### src/rtl/rectangle128_rkey_store_pkg.sv
// RECTANGLE-128 round-key store: shared constants, FSM encoding
// and index-walk helpers for the encrypt/decrypt key order.
package rectangle128_pkg;

  localparam int NUM_KEYS = 26;
  localparam int KEY_W    = 64;
  localparam int ADDR_W   = 5;

  localparam logic MODE_ENC = 1'b0;
  localparam logic MODE_DEC = 1'b1;

  typedef enum logic [1:0] {
    ST_IDLE,
    ST_WAIT_KEYS,
    ST_STREAM,
    ST_DONE
  } rk_state_e;

  localparam logic [ADDR_W-1:0] IDX_LO  = '0;
  localparam logic [ADDR_W-1:0] IDX_HI  = ADDR_W'(NUM_KEYS - 1);
  localparam logic [ADDR_W-1:0] IDX_ONE = ADDR_W'(1);

  function automatic logic [ADDR_W-1:0] first_idx(
    input logic mode
  );
    return (mode == MODE_DEC) ? IDX_HI : IDX_LO;
  endfunction

  function automatic logic [ADDR_W-1:0] last_idx(
    input logic mode
  );
    return (mode == MODE_DEC) ? IDX_LO : IDX_HI;
  endfunction

  function automatic logic [ADDR_W-1:0] step_idx(
    input logic              mode,
    input logic [ADDR_W-1:0] idx
  );
    return (mode == MODE_DEC) ? idx - IDX_ONE
                              : idx + IDX_ONE;
  endfunction

endpackage

### src/rtl/rectangle128_rkey_store_if.sv
// Round-key store bus: key-schedule write port plus the
// valid/accept subkey stream towards the round engine.
interface rectangle128_rkey_store_if;
  import rectangle128_pkg::*;

  logic              Flush;
  logic              WE;
  logic [ADDR_W-1:0] WAddr;
  logic [KEY_W-1:0]  KeyIn;
  logic              KeyReady;
  logic              WrDrop;
  logic              Start;
  logic              Mode;
  logic              Busy;
  logic [KEY_W-1:0]  RKey;
  logic [ADDR_W-1:0] RIdx;
  logic              RKeyValid;
  logic              RKeyAccept;
  logic              Done;

  modport slave (
    input  Flush, WE, WAddr, KeyIn,
    input  Start, Mode, RKeyAccept,
    output KeyReady, WrDrop, Busy,
    output RKey, RIdx, RKeyValid, Done
  );

  modport master (
    output Flush, WE, WAddr, KeyIn,
    output Start, Mode, RKeyAccept,
    input  KeyReady, WrDrop, Busy,
    input  RKey, RIdx, RKeyValid, Done
  );

endinterface

### src/rtl/rectangle128_rkey_ram.sv
// Subkey array: one write port, combinational read, no reset.
// Ports: Clk, wr_en/wr_addr/wr_data, rd_addr -> rd_data.
module rectangle128_rkey_ram
  import rectangle128_pkg::*;
(
  input  logic              Clk,
  input  logic              wr_en,
  input  logic [ADDR_W-1:0] wr_addr,
  input  logic [KEY_W-1:0]  wr_data,
  input  logic [ADDR_W-1:0] rd_addr,
  output logic [KEY_W-1:0]  rd_data
);

  logic [KEY_W-1:0] mem [NUM_KEYS];

  always_ff @(posedge Clk) begin
    if (wr_en) mem[wr_addr] <= wr_data;
  end

  assign rd_data = mem[rd_addr];

endmodule

### src/rtl/rectangle128_rkey_store.sv
// Round-key store and sequencer: collects 26 subkeys, then streams
// them ascending (encrypt) or descending (decrypt). Ports: Clk, RstN, bus.
module rectangle128_rkey_store
  import rectangle128_pkg::*;
(
  input  logic                     Clk,
  input  logic                     RstN,
  rectangle128_rkey_store_if.slave bus
);

  rk_state_e state, state_n;

  logic [NUM_KEYS-1:0] written, written_n;
  logic                key_ready;
  logic                wr_drop;
  logic                mode_q;
  logic                in_range;
  logic                wr_en;
  logic                start_ok;

  logic                load;
  logic                vld_clr;
  logic [ADDR_W-1:0]   rd_idx;
  logic [KEY_W-1:0]    rd_data;

  logic [KEY_W-1:0]    rkey;
  logic [ADDR_W-1:0]   ridx;
  logic                rvalid;

  assign in_range = bus.WAddr < ADDR_W'(NUM_KEYS);
  assign wr_en    = bus.WE & in_range & ~bus.Flush
                  & (state != ST_STREAM);
  assign start_ok = bus.Start & ~bus.Flush
                  & (state == ST_IDLE);

  rectangle128_rkey_ram u_ram (
    .Clk     (Clk),
    .wr_en   (wr_en),
    .wr_addr (bus.WAddr),
    .wr_data (bus.KeyIn),
    .rd_addr (rd_idx),
    .rd_data (rd_data)
  );

  always_comb begin
    written_n = written;
    if (bus.Flush) begin
      written_n = '0;
    end else if (wr_en) begin
      written_n = written | (NUM_KEYS'(1) << bus.WAddr);
    end
  end

  // KeyReady tracks the next bitmap so it rises with the completing write
  always_ff @(posedge Clk or negedge RstN) begin
    if (!RstN) begin
      written   <= '0;
      key_ready <= 1'b0;
      wr_drop   <= 1'b0;
      mode_q    <= MODE_ENC;
    end else begin
      written   <= written_n;
      key_ready <= &written_n;
      wr_drop   <= bus.WE & ~bus.Flush
                 & (~in_range | (state == ST_STREAM));
      if (start_ok) mode_q <= bus.Mode;
    end
  end

  always_ff @(posedge Clk or negedge RstN) begin
    if (!RstN) state <= ST_IDLE;
    else       state <= state_n;
  end

  always_comb begin
    state_n = state;
    load    = 1'b0;
    vld_clr = 1'b0;
    rd_idx  = '0;
    unique case (state)
      ST_IDLE: begin
        if (bus.Start) begin
          if (key_ready) begin
            state_n = ST_STREAM;
            load    = 1'b1;
            rd_idx  = first_idx(bus.Mode);
          end else begin
            state_n = ST_WAIT_KEYS;
          end
        end
      end
      ST_WAIT_KEYS: begin
        if (key_ready) begin
          state_n = ST_STREAM;
          load    = 1'b1;
          rd_idx  = first_idx(mode_q);
        end
      end
      ST_STREAM: begin
        if (rvalid & bus.RKeyAccept) begin
          if (ridx == last_idx(mode_q)) begin
            state_n = ST_DONE;
            vld_clr = 1'b1;
          end else begin
            load   = 1'b1;
            rd_idx = step_idx(mode_q, ridx);
          end
        end
      end
      ST_DONE: begin
        state_n = ST_IDLE;
      end
      default: begin
        state_n = ST_IDLE;
      end
    endcase
    if (bus.Flush) begin
      state_n = ST_IDLE;
      load    = 1'b0;
      vld_clr = 1'b1;
    end
  end

  always_ff @(posedge Clk or negedge RstN) begin
    if (!RstN) begin
      rkey   <= '0;
      ridx   <= '0;
      rvalid <= 1'b0;
    end else if (load) begin
      rkey   <= rd_data;
      ridx   <= rd_idx;
      rvalid <= 1'b1;
    end else if (vld_clr) begin
      rvalid <= 1'b0;
    end
  end

  assign bus.KeyReady  = key_ready;
  assign bus.WrDrop    = wr_drop;
  assign bus.Busy      = (state == ST_WAIT_KEYS)
                       | (state == ST_STREAM);
  assign bus.RKey      = rkey;
  assign bus.RIdx      = ridx;
  assign bus.RKeyValid = rvalid;
  assign bus.Done      = (state == ST_DONE);

endmodule

### src/flat_wrapper.sv
// flat-port wrapper written by rule: the top's interface ports become plain ports
module rectangle128_rkey_store_flat import rectangle128_pkg::*;
  (Clk, RstN, bus_Flush, bus_WE, bus_WAddr, bus_KeyIn, bus_Start, bus_Mode, bus_RKeyAccept, bus_KeyReady, bus_WrDrop, bus_Busy, bus_RKey, bus_RIdx, bus_RKeyValid, bus_Done);
  rectangle128_rkey_store_if bus_i ();
  input  logic Clk;
  input  logic RstN;
  input wire logic [$bits(bus_i.Flush)-1:0] bus_Flush;
  input wire logic [$bits(bus_i.WE)-1:0] bus_WE;
  input wire logic [$bits(bus_i.WAddr)-1:0] bus_WAddr;
  input wire logic [$bits(bus_i.KeyIn)-1:0] bus_KeyIn;
  input wire logic [$bits(bus_i.Start)-1:0] bus_Start;
  input wire logic [$bits(bus_i.Mode)-1:0] bus_Mode;
  input wire logic [$bits(bus_i.RKeyAccept)-1:0] bus_RKeyAccept;
  output wire logic [$bits(bus_i.KeyReady)-1:0] bus_KeyReady;
  output wire logic [$bits(bus_i.WrDrop)-1:0] bus_WrDrop;
  output wire logic [$bits(bus_i.Busy)-1:0] bus_Busy;
  output wire logic [$bits(bus_i.RKey)-1:0] bus_RKey;
  output wire logic [$bits(bus_i.RIdx)-1:0] bus_RIdx;
  output wire logic [$bits(bus_i.RKeyValid)-1:0] bus_RKeyValid;
  output wire logic [$bits(bus_i.Done)-1:0] bus_Done;
  assign bus_i.Flush = bus_Flush;
  assign bus_i.WE = bus_WE;
  assign bus_i.WAddr = bus_WAddr;
  assign bus_i.KeyIn = bus_KeyIn;
  assign bus_i.Start = bus_Start;
  assign bus_i.Mode = bus_Mode;
  assign bus_i.RKeyAccept = bus_RKeyAccept;
  assign bus_KeyReady = bus_i.KeyReady;
  assign bus_WrDrop = bus_i.WrDrop;
  assign bus_Busy = bus_i.Busy;
  assign bus_RKey = bus_i.RKey;
  assign bus_RIdx = bus_i.RIdx;
  assign bus_RKeyValid = bus_i.RKeyValid;
  assign bus_Done = bus_i.Done;
  rectangle128_rkey_store u_core (.Clk(Clk), .RstN(RstN), .bus(bus_i));
endmodule
### config.mk
export PLATFORM = sky130hd
export DESIGN_NAME = rectangle128_rkey_store_flat
export DESIGN_NICKNAME = d
export VERILOG_FILES = /design/src/rtl/rectangle128_rkey_store_pkg.sv /design/src/rtl/rectangle128_rkey_store_if.sv /design/src/rtl/rectangle128_rkey_ram.sv /design/src/rtl/rectangle128_rkey_store.sv /design/src/flat_wrapper.sv
export SDC_FILE = /design/constraint.sdc
export NUM_CORES = 2
export LEC_CHECK = 0
export ABC_AREA = 1
export BUFFER_PORTS_ARGS = -buffer_cell sky130_fd_sc_hd__buf_2
export CORE_ASPECT_RATIO = 1.75
export CORE_MARGIN = 2
export CORE_UTILIZATION = 60
export DETAILED_ROUTE_END_ITERATION = 7
export PLACE_DENSITY = 0.75
export SETUP_SLACK_MARGIN = 0.02
export SLEW_MARGIN = 15
export SYNTH_ARGS = -nofsm -noshare
export SYNTH_HDL_FRONTEND = slang
export SYNTH_HIERARCHICAL = 1
export SYNTH_SLANG_ARGS = --single-unit
### constraint.sdc
create_clock -name Clk -period 5.2 [get_ports Clk]
set_input_delay 0.52 -clock Clk [delete_from_list [all_inputs] [get_ports Clk]]
set_output_delay 0.52 -clock Clk [all_outputs]
set_load 0.1 [all_outputs]
[Word level (Yosys, flattened, before mapping)]
Memories as Yosys holds them, arrays and structs flattened. A register that Yosys moved wholly into a read port is not among the register bits.
Index checks and enable logic that the tools add are counted.
Operators by class
  $lt $le $gt $ge: 1
  bitwise operators: 13
  multiplexer cells: 33
  shifts and indexed selects: 1
  add/sub/neg operators: 2
  equality and inequality tests: 9
  reduce and logical (&&, ||, !) cells: 5
Operator list (number)
  26-bit 2-to-1 mux: 2
  5-bit 2-to-1 mux: 9
  26-bit bitwise OR: 1
  26-bit AND reduction: 1
  1-bit by 5-bit << shifter with 26-bit output, first input constant: 1
  5-bit case mux with 3 select lines: 1
  1-bit 2-to-1 mux: 13
  2-bit 2-to-1 mux: 6
  3-bit inequality test, second input constant: 3
  1-bit AND: 8
  2-bit case mux with 4 select lines: 1
  5-bit by 1-bit adder with 5-bit output, second input constant: 1
  5-bit == test: 1
  5-bit less-than comparator, second input constant: 1
  5-bit by 1-bit subtractor with 5-bit output, second input constant: 1
  2-bit == test, second input constant: 2
  4-bit AND reduction: 1
  3-bit by 2-bit inequality test with 1-bit output, second input constant: 1
  1-bit case mux with 3 select lines: 1
  2-bit by 1-bit == test with 1-bit output, second input constant: 1
  2-bit zero test: 1
  2-bit inequality test, second input constant: 1
  1-bit inverter: 2
  1-bit bitwise OR: 2
  other kinds (2): 2
Word-level totals
  logic and storage cells: 72
  register bits after elaboration: 37
  bits in writable memories: 1664
  memories: 1
  bits of input ports: 76
  output and inout port bits: 74
Memory list
  u_core.u_ram.mem: depth 26, bits a word 64, read ports 1, clocked after memory_dff 1, wr ports 1, RTL line rectangle128_rkey_ram.sv:14  | logic [KEY_W-1:0] mem [NUM_KEYS];

[Logic depth before layout (Yosys ltp)]
  word-level depth: 8
  depth in mapped cells: 24
  depth with buffers taken out: 20

[Modules after synthesis]
The synthesis kept the hierarchy.
By module, submodules not included
  rectangle128_rkey_ram: area an instance 68766.0 µm², sequential area each 49967.9 µm², times used 1, cells an instance 6032
  rectangle128_rkey_store: area an instance 4704.5 µm², sequential area each 2527.4 µm², times used 1, cells an instance 568

[Worst setup path after synthesis]
OpenSTA, ideal clock, no wires.
  kind: register to register
  start point: register u_core.state[0]
  end point: memory u_core.u_ram.mem[5][0] (enable)
  data required time: 4.714 ns
  library setup time: 0.486 ns
  cell stages (with the launch flop): 8
  clock period less this slack: 4.447 ns
  setup slack: 0.753 ns
  buffers on the path: 0
  arrival time: 3.961 ns
  cells stage by stage: dfrtp_1 > inv_1 > ha_1 > inv_1 > nand3_2 > inv_2 > nand3_1 > nor2_1
Between the ends
  longest elaborated chain between the ends: 4
RTL lines
  from (decl): RTL line rectangle128_rkey_store.sv:11  | rk_state_e state, state_n;
  from (signal assigned): RTL line rectangle128_rkey_store.sv:72  | else state <= state_n;
  2-bit inequality test: RTL line rectangle128_rkey_store.sv:32  | & (state != ST_STREAM);
  1-bit AND: RTL line rectangle128_rkey_store.sv:32
  net u_core.wr_en: RTL line rectangle128_rkey_store.sv:18  | logic wr_en;
  1-bit 2-to-1 mux: RTL line rectangle128_rkey_ram.sv:17  | if (wr_en) mem[wr_addr] <= wr_data;
  1-bit 2-to-1 mux (not written as such): RTL line rectangle128_rkey_ram.sv:17
  to (decl): RTL line rectangle128_rkey_ram.sv:14
The timed path passes the listed nets, and every way through them passes these cells.

[Worst setup path in the final report]
  start point: register u_core.state[0]
  end point: register u_core.rkey[40] (netlist: u_core/bus.RKey[40]) (read register of u_core.u_ram.mem)
Between the ends
  elaborated cells between the ends (all ways): 6
  those cells by class: eq/ne (2); mux (3); reduce/logical (1)
RTL lines
  2-bit == test (tied with other cells): RTL line rectangle128_rkey_store.sv:80  | unique case (state)
  5-bit case mux with 3 select lines *: RTL line rectangle128_rkey_store.sv:80
  net u_core.rd_idx[0]: RTL line rectangle128_rkey_store.sv:23  | logic [ADDR_W-1:0] rd_idx;
  to (decl): RTL line rectangle128_rkey_store.sv:26  | logic [KEY_W-1:0] rkey;
The timed path passes the listed nets; every way through them passes the cells marked *.
A chain may end at the register's enable or synchronous reset.

==> impl_metrics.py <==
metrics = {
    "synthesis": {
        "yosys_warnings": 6,
        "ys_seq_area_frac": 0.715,
        "postSynthCellCount": 6600,
        "synth_area_um2": 73500,
        "synth_top_area_cell": "edfxtp_1",
        "synth.avg_cell_area_um2": 11.1,
        "synth_nets": 6685,
        "ys_types": 31,
        "yosys-top-cells-area": "edfxtp_1, nand2_1, nand3_1",
        "ys_ff_latch": 1765,
        "yosys.area.top_type_share": 0.680,
    },
    "clock_tree": {
        "cts.clk_slew.worst_paths_ns": 0.07,
        "cts_tree": "done",
        "clkLatencyLatePin_ns": 0.79,
        "cts_root_buf": "clkbuf_16",
        "numCtsBuffers": 149,
        "clock-sinks": 1765,
        "cts-htree-levels": 4,
        "post-cts-setup-buffers": 0,
        "clock_path_buffers": 3,
    },
    "global_route": {
        "first_global_vias": 48974,
        "grt_pass1_wl_um": 287000,
        "grt_max_degree": 186,
        "track_usage": 0.309,
        "antenna_found_initial": 17,
        "overflow": 0,
    },
    "floorplanning": {
        "die_w_um": 269,
        "fp.dieArea_um2": 125000,
        "io_pins": 150,
        "core_um2": 121000,
        "start_util": 0.605,
        "die_height_um": 467,
        "rows": 169,
    },
    "timing": {
        "relSlewSlack": 0.160,
        "setup_viol_count_final": 0,
        "max_freq_ghz": 0.237,
        "finalCriticalPeriod_ns": 4.22,
        "final.period_utilization": 0.812,
        "final.setup.tns_ns": 0,
        "slew_viol_final": 0,
        "finClkSkew_ns": 0.0261,
        "rsz0062_at_grt": "false",
        "hold_viol": 0,
        "worst_pin_slew_ns": 1.26,
    },
    "route": {
        "vias_per_cell": 5.96,
        "drt-initial-drc-count": 5896,
        "vias": 50004,
        "ant_nets": 0,
        "drcViolationCount": 0,
        "detail_route.first_pass.iterations": 8,
        "wl_um": 193000,
        "wl_per_cell_um": 23.0,
    },
    "run": {
        "drv_cap": 0,
    },
    "pwr": {
        "internal_power_w": 0.0220,
        "power.switching_w": 0.00558,
        "power_frac_clock": 0.408,
        "power_density_nw_per_um2": 343,
        "seq_power_share": 0.568,
        "switching_share": 0.202,
        "comb_power_share": 0.024,
        "leakagePower_nw": 31.6,
        "vdd_drop_max_uv": 318,
    },
    "layout": {
        "area_growth_pct": 9.42,
        "fill_cells": 8633,
        "final_common_cell": "nand2_1",
        "drive_gt1_frac": 0.0773,
        "design_area_um2": 80400,
        "nets": 6710,
        "final_cell_mix": "nand2_1, edfxtp_1, nand3_1",
    },
    "outcome": {
        "status": "finished clean",
    },
    "min_path": {
        "min_path_type": "in2reg",
        "hp-start": "bus_Mode",
    },
    "critical_path": {
        "path_max_fanout": 130,
        "endpoint_kind": "register",
        "cp.arrival_ns": 4.88,
        "cp.required_ns": 5.85,
        "crit_path_start": "u_core/state[0]",
        "crit_path_start_kind": "register",
        "timing_worst_setup_path_type": "reg2reg",
        "r2r_start": "u_core/state[0]",
    },
    "placement": {
        "hpwlAfterDp_um": 97100,
        "numPortBuffers": 149,
        "placed_area_um2": 75500,
        "place.gp.congestion": 0.815,
    },
}
state kept, by name, summed over array words and instances, names as in the netlist:
| name | flops |
|---|---|
| u_core/mode_q | 1 |
| u_core/written | 26 |
| u_core/state | 2 |
| u_core/bus.KeyReady | 1 |
| u_core/bus.RKey | 64 |
| u_core/bus.WrDrop | 1 |
| u_core/bus.RKeyValid | 1 |
| u_core/u_ram/mem | 1664 |
| u_core/bus.RIdx | 5 |
power by group through the flow:
stage,clock network (W),logic [W],registers [W]
after floorplan,0,0.000262,0.0160
after global placement,0,0.000634,0.0159
after detailed placement,0,0.000654,0.0160
after CTS,0.0114,0.000658,0.0156
after global routing,0.0118,0.000712,0.0156
final,0.0113,0.000661,0.0156
final timing paths:
kind	endpoint	slack, ns	depth (start not counted)
max	u_core/bus.RKey[40]	0.98	21
min	u_core/mode_q	0.07	3
max reg2reg	u_core/bus.RKey[40]	0.98	21
min reg2reg	u_core/bus.RKey[59]	0.47	2
max in group asynchronous	u_core/bus.RKey[45]	3.78	3
min in group asynchronous	u_core/bus.RKey[14]	0.23	2
cell type report:
cell class / count / area, um2 / share of cell area
Clock buffer: 199 / 4120 / 0.0513
Clock inverter: 76 / 781 / 0.00971
Inverter: 445 / 1730 / 0.0215
Sequential cell: 1765 / 52500 / 0.653
Antenna cell: 10 / 25.0 / 0.000311
Timing Repair Buffer: 257 / 2020 / 0.0252
Tap cell: 1624 / 2030 / 0.0253
Multi-Input combinational cell: 4007 / 17200 / 0.214
critical path, cell delays in order, from the launching register on:
cell	delay [ns]
dfrtp_1	0.43
inv_1	0.11
ha_1	0.21
nand2_1	0.09
inv_1	0.07
nand2_1	0.10
o22ai_1	0.24
o21bai_1	0.17
inv_1	0.11
nor2_4	0.49
clkinv_16	0.39
buf_12	0.40
nand2_1	0.17
nand3_1	0.09
nand3_1	0.10
nand2_1	0.05
nand2_1	0.10
nand2_1	0.07
nand2_1	0.06
nand2_1	0.08
nand3_1	0.24
nand2_1	0.11
routing by layer:
metal | wire length, um | part of all wire | up-vias | track usage
met1 | 66600 | 0.35 | 24230 | 0.370
met4 | 10800 | 0.056 | 4 | 0.162
met2 | 98100 | 0.51 | 2777 | 0.536
met3 | 17300 | 0.090 | 690 | 0.0506
met5 | 23 | 0.00012 | - | 0
li1 | - | - | 22303 | -
metrics by stage:
stage	cells	utilization	power, W	hold slack [ns]	setup slack (ns)
finish	8383	0.662	0.0276	0.0703	0.975
global route	8382	0.662	0.0282	0.0769	0.746
CTS	8373	0.662	0.0277	0.0205	1.16
detailed placement	8097	0.622	0.0166	0.456	1.18
global placement	8097	0.622	0.0166	0.455	1.28
floorplan	6600	-	0.0163	0.224	0.753
Yosys cell counts:
cell type and number:
nand3_1 1240, inv_8 1, xor2_1 1, buf_6 76
a21oi_1 16, o21ai_0 50, fa_1 1, a21boi_0 1
nand3_2 1, nor2_2 2, nor2_4 1, dfrtp_1 101
or2_2 1, buf_2 164, edfxtp_1 1664, inv_1 438
o21bai_1 18, nor2_1 198, buf_1 36, nand4_1 12
clkbuf_1 77, ha_1 8, nor3_1 4, buf_4 25
o211ai_1 1, o22ai_1 2, buf_12 1, o21ai_1 21
buf_8 4, inv_2 6, nand2_1 2429
what timing repair did:
item | 4_1_cts | 5_1_grt
hold endpoints to repair | 26 | 0
setup endpoints to repair | 0 | 0
hold buffers | 1 | 0
gates resized for setup | 0 | 0
logic make-up (layout without fill, tap and decap cells):
logic type               Yosys count  count (layout)  share of synthesized area
adder cells (fa/ha/maj)            9               9                    0.00163
flip-flops                      1765            1765                      0.715
XOR/XNOR                           1               1                   0.000119
AO/OA/AOI/OAI                    109             109                    0.00814
buffers and inverters            828             977                     0.0551
AND/OR/NAND/NOR                 3888            3888                      0.221
other                              0              10                          0
Note: power is estimated with default switching activity, not from simulation.
